==> src/rtl/rx_data_packer.sv <==
// Receive-side packer: hard-decision bits to 32-bit words, MSB-first,
// written sequentially into the receive data RAM, one slot at a time.
module rx_data_packer #(
  parameter int WORD_W = 32,
  parameter int ADDR_W = 8
) (
  input  logic              clk,
  input  logic              rst,
  input  logic              slot_start,
  input  logic [31:0]       fh_num,
  input  logic              bit_in,
  input  logic              bit_valid,
  output logic [ADDR_W-1:0] rx_data_ram_addr,
  output logic [WORD_W-1:0] rx_data_ram_data,
  output logic              rx_data_ram_wr,
  output logic              ram_switch,
  output logic              slot_done,
  output logic [ADDR_W:0]   words_written,
  output logic              overrun
);

  localparam int FILL_W = $clog2(WORD_W);
  localparam int CNT_W  = ADDR_W + FILL_W + 1;
  localparam logic [CNT_W-1:0] MAX_BITS = CNT_W'(1) << (CNT_W - 1);

  typedef enum logic [1:0] {
    IDLE,
    COLLECT,
    FLUSH,
    DONE
  } state_t;

  state_t            state_q;
  logic [CNT_W-1:0]  target_q;
  logic [CNT_W-1:0]  bitcnt_q;
  logic [WORD_W-1:0] shreg_q;
  logic [ADDR_W-1:0] addr_q;
  logic [ADDR_W-1:0] ram_addr_q;
  logic [WORD_W-1:0] ram_data_q;
  logic              ram_wr_q;
  logic              switch_q;
  logic              done_q;
  logic [ADDR_W:0]   words_q;
  logic              overrun_q;

  logic [CNT_W-1:0]  target_d;
  logic [WORD_W-1:0] shreg_d;
  logic [FILL_W-1:0] fill;
  logic              word_end;
  logic              last_bit;

  assign fill     = bitcnt_q[FILL_W-1:0];
  assign word_end = &fill;
  assign last_bit = (bitcnt_q + CNT_W'(1)) == target_q;
  assign target_d = (fh_num > 32'(MAX_BITS)) ? MAX_BITS
                                             : fh_num[CNT_W-1:0];

  // Bits land directly at their final position, so a partial word is
  // already left-justified with zero LSBs.
  always_comb begin
    shreg_d       = shreg_q;
    shreg_d[~fill] = bit_in;
  end

  always_ff @(posedge clk) begin
    if (rst) begin
      state_q    <= IDLE;
      target_q   <= '0;
      bitcnt_q   <= '0;
      shreg_q    <= '0;
      addr_q     <= '0;
      ram_addr_q <= '0;
      ram_data_q <= '0;
      ram_wr_q   <= 1'b0;
      switch_q   <= 1'b0;
      done_q     <= 1'b0;
      words_q    <= '0;
      overrun_q  <= 1'b0;
    end else begin
      ram_wr_q <= 1'b0;
      done_q   <= 1'b0;
      if (bit_valid && state_q != COLLECT) begin
        overrun_q <= 1'b1;
      end
      if (slot_start) begin
        target_q  <= target_d;
        bitcnt_q  <= '0;
        shreg_q   <= '0;
        addr_q    <= '0;
        words_q   <= '0;
        overrun_q <= 1'b0;
        state_q   <= (target_d == '0) ? DONE : COLLECT;
      end else begin
        unique case (state_q)
          IDLE: ;
          COLLECT: begin
            if (bit_valid) begin
              bitcnt_q <= bitcnt_q + CNT_W'(1);
              if (word_end || last_bit) begin
                ram_wr_q   <= 1'b1;
                ram_data_q <= shreg_d;
                ram_addr_q <= addr_q;
                addr_q     <= addr_q + ADDR_W'(1);
                words_q    <= words_q + (ADDR_W+1)'(1);
                shreg_q    <= '0;
              end else begin
                shreg_q <= shreg_d;
              end
              if (last_bit) begin
                state_q <= word_end ? DONE : FLUSH;
              end
            end
          end
          // FLUSH marks the cycle the padded write is on the port.
          FLUSH, DONE: begin
            done_q   <= 1'b1;
            switch_q <= ~switch_q;
            state_q  <= IDLE;
          end
          default: state_q <= IDLE;
        endcase
      end
    end
  end

  assign rx_data_ram_addr = ram_addr_q;
  assign rx_data_ram_data = ram_data_q;
  assign rx_data_ram_wr   = ram_wr_q;
  assign ram_switch       = switch_q;
  assign slot_done        = done_q;
  assign words_written    = words_q;
  assign overrun          = overrun_q;

endmodule

==> config.mk <==
export PLATFORM = sky130hd
export DESIGN_NAME = rx_data_packer
export DESIGN_NICKNAME = d
export VERILOG_FILES = /design/src/rtl/rx_data_packer.sv
export SDC_FILE = /design/constraint.sdc
export NUM_CORES = 1
export LEC_CHECK = 0
export ABC_CLOCK_PERIOD_IN_PS = 3550
export BUFFER_PORTS_ARGS = -buffer_cell sky130_fd_sc_hd__clkbuf_2
export CORE_ASPECT_RATIO = 1.4
export CORE_MARGIN = 2
export CORE_UTILIZATION = 45
export CTS_BUF_LIST = sky130_fd_sc_hd__clkbuf_8
export CTS_CLUSTER_DIAMETER = 80
export CTS_CLUSTER_SIZE = 40
export DETAILED_ROUTE_END_ITERATION = 7
export MAX_ROUTING_LAYER = met4
export PLACE_DENSITY = 0.67
export SLEW_MARGIN = 20
export SYNTH_ARGS = -nofsm -noshare
export SYNTH_HDL_FRONTEND = slang
export SYNTH_SLANG_ARGS = --single-unit
export TNS_END_PERCENT = 30
==> constraint.sdc <==
create_clock -name clk -period 3.55 [get_ports clk]
set_input_delay 0.71 -clock clk [delete_from_list [all_inputs] [get_ports clk]]
set_output_delay 0.71 -clock clk [all_outputs]
set_load 0.03 [all_outputs]
==> impl_metrics.csv <==
group,metric,value,unit
setup_path,crit_chain,"ha_1 > and4_1 > nand4_1 > xnor2_1 > and4_1 > a21oi_4 > buf_4 > buf_4 > a22oi_1 > nor2_1",
detailed_routing,highest_layer,"met4",
layout,fillers,1125,
grt,track_usage,0.222,
sta,post-route-period-util,0.899,
layout,nNetsFinal,780,
clock_network,cts_tree,"yes",
yosys,syn_inst,673,
floorplan,die-area,0.0137,mm2
sta,setup_violations,0,
detailed_routing,drc,0,
clock_network,hold_buffers,0,
sta,relSlewSlack,0.542,
yosys,synthesis.area,0.00574,mm2
status,status,"finished clean",
sta,drv_slew,0,
setup_path,r2r_cells,10,
clock_network,cts_root_buf,"clkbuf_8",
sta,skew,0.0130,ns
detailed_routing,wl,14500,um
detailed_routing,vias,5224,
setup_path,crit_slowest_cell,"dfxtp_1",
yosys,seq_area_frac_synth,0.429,
setup_path,path_class,"reg2reg",
detailed_routing,route.met3.wl,641,um
floorplan,die_h,138,um
yosys,yosysTopAreaCell,"dfxtp_1",
clock_network,insertion_delay,0.45,ns
layout,final_core_util,0.541,
layout,drive_gt1_frac,0.191,
layout,syn_to_final_growth,16.5,%
sta,worst_slew_pin_slew,0.686,ns
grt,overflow,0,
floorplan,rows,48,
clock_network,cts_buffers,17,
detailed_routing,viasPerCell,5.81,
detailed_routing,drt_iter0_drc,299,
pwr,finalPower,2.82,mW
placed_design,preCtsSetupSlack,0.398,ns
layout,n_antenna_cell,0,
yosys,synth_top_cell_area_share,0.429,
sta,rsz0062_at_grt,"false",
setup_path,critPathCaptureType,"register",
detailed_routing,met1_length,6130,um
setup_path,worstSetupStartpointType,"register",
sta,fin_crit,3.19,ns
pwr,powerDensity,422,mW/mm2
min_path,whs_endpoint,"overrun",
yosys,synth_most_common_cell,"dfxtp_1",
yosys,ys_top_cells_by_area,"dfxtp_1, nor2_1, a21oi_1",
setup_path,critPathBufInv,2,
layout,stdcell_count,899,
clock_network,path_clk_slew,0.07,ns
placed_design,dp_hpwl,9870,um
min_path,hold_path_class,"reg2reg",
clock_network,clock_sinks,123,
sta,setup_ws,0.357,ns
placed_design,place_congestion,0.896,
pwr,leakage,2.38,nW
placed_design,port_buffers,89,
yosys,ys_warn_count,0,
grt,antenna_found_initial,0,
yosys,async_flop_share,0,
detailed_routing,ant_nets,0,
yosys,synth_cell_types,43,
detailed_routing,wl_per_cell,16.1,um
setup_path,max_stage_delay,0.49,ns
setup_path,arrival,3.57,ns
sta,tns,0,ns
min_path,min-delay-start,"overrun",
sta,report.final.hold_viol_count,0,
floorplan,core_area,0.0124,mm2
yosys,yosys-top-cells-count,"dfxtp_1, nor2_1, a21oi_1",
placed_design,dpl.cell_count,867,
yosys,synthFlopType,"dfxtp_1",
setup_path,crit_fanout,24,
sta,fmax,313,MHz
pwr,ir_drop,0.243,mV
yosys,synth_edf_count,0,
detailed_routing,wl_met2,7340,um
flow_run,maxCapViolCount,0,
floorplan,pin_count,90,
detailed_routing,dr.pass1.iters,5,
min_path,min_path_cells,2,
setup_path,crit_family,"simple AND/OR/NAND/NOR gates",
setup_path,reg2reg_setup_slack,0.36,ns
clock_network,cts_resized,0,
clock_network,cts_buffer_depth,2,
clock_network,postCtsSetupBuffers,0,
setup_path,r2r_end,"shreg_q[9]",
yosys,synth_fp_nets,717,
yosys,ys_ff_latch,123,
grt,grt_max_degree,58,
setup_path,cp.required,3.92,ns
floorplan,fp.dieW,99.5,um
grt,grt_pass1_vias,5087,
clock_network,htreeDepth,4,
floorplan,initial_core_util,0.464,
yosys,avgSynthCellArea,8.54,um2
setup_path,r2r-start,"bitcnt_q[0]",
grt,grt_pass1_wl,23700,um
## worst reg2reg max path: cells and delay by family (launching register included)
| family | cells | cell delay, ns |
|---|---|---|
| AND/OR/NAND/NOR | 4 | 1.02 |
| buffers and inverters | 2 | 0.55 |
| AO/OA/AOI/OAI | 2 | 0.53 |
| flip-flops | 1 | 0.49 |
| adder cells (fa/ha/maj) | 1 | 0.33 |
| XOR/XNOR | 1 | 0.20 |
## through the flow
step | hold slack (ns) | instance area (um2)
6_report | 0.473 | 6690
5_1_grt | 0.488 | 6690
4_1_cts | 0.476 | 6680
3_5_place_dp | 0.456 | 6260
3_3_place_gp | 0.453 | 6260
2_1_floorplan | 0.445 | 5740
## state kept, by name, indices dropped and copies added, names as in the netlist
signal,flops
bitcnt_q,14
slot_done,1
rx_data_ram_data,32
state_q,2
addr_q,8
overrun,1
shreg_q,32
target_q,14
rx_data_ram_addr,8
ram_switch,1
rx_data_ram_wr,1
words_written,9
## kinds of logic (layout without fill, tap and decap cells)
kind of cell,after synthesis,count (layout),synth area share
buffers and inverters,63,139,0.0473
and+or+nand+nor,238,238,0.209
adders and majority gates,7,7,0.0152
xor gates and xnor gates,31,31,0.0473
DFF,123,123,0.429
AOI/OAI and AO/OA,179,179,0.196
muxes,32,32,0.0558
## per-layer routing
layer	up-vias	global-route usage
li1	2563	-
met1	2497	0.245
met2	135	0.383
met3	29	0.0416
met4	0	0.109
met5	-	-
## where the power goes
part / total, mW / internal, mW / switching [mW]
combinational: 0.126 / 0.0358 / 0.0906
clock: 1.31 / 0.744 / 0.566
sequential: 1.39 / 1.38 / 0.00272
total: 2.82 / 2.16 / 0.660
## layout make-up
class                      instances  area [um2]  share of cell area
clock buffer                      20         275              0.0411
sequential                       123        2460               0.368
timing repair buffer             102         556              0.0830
inverter                           5        18.8             0.00280
clock inverter                    12         148              0.0221
tap                              150         188              0.0280
multi-input combinational        487        3050               0.455
## placed cells by master (no fill, tap or decap), drive strengths merged, types with 5 or more instances in the layout
cell type and count:
inv 7, dfxtp 123, a22oi 31, a211oi 32
nand2 14, xnor2 22, nor3 9, or3 16
o21ai 25, a21oi 69, nand2b 7, nor2b 5
nor2 101, and3 5, mux2i 32, nand4 20
and4 8, ha 7, nor4 10, nand3 29
clkbuf 109, buf 13, xor2 9, a22o 13
## how the worst max path moves through the flow
stage	startpoint	cells after the start	slack, ns	to
2_1_floorplan	bitcnt_q[0]	11	0.89	words_written[5]
3_3_place_gp	bitcnt_q[3]	9	0.58	shreg_q[10]
3_5_place_dp	bitcnt_q[0]	9	0.40	rx_data_ram_data[9]
4_1_cts	bitcnt_q[0]	9	0.32	rx_data_ram_data[9]
5_1_grt	bitcnt_q[0]	9	0.09	rx_data_ram_data[9]
6_report	bitcnt_q[0]	10	0.36	shreg_q[9]
No activity file was read; power rests on OpenSTA's default activity.
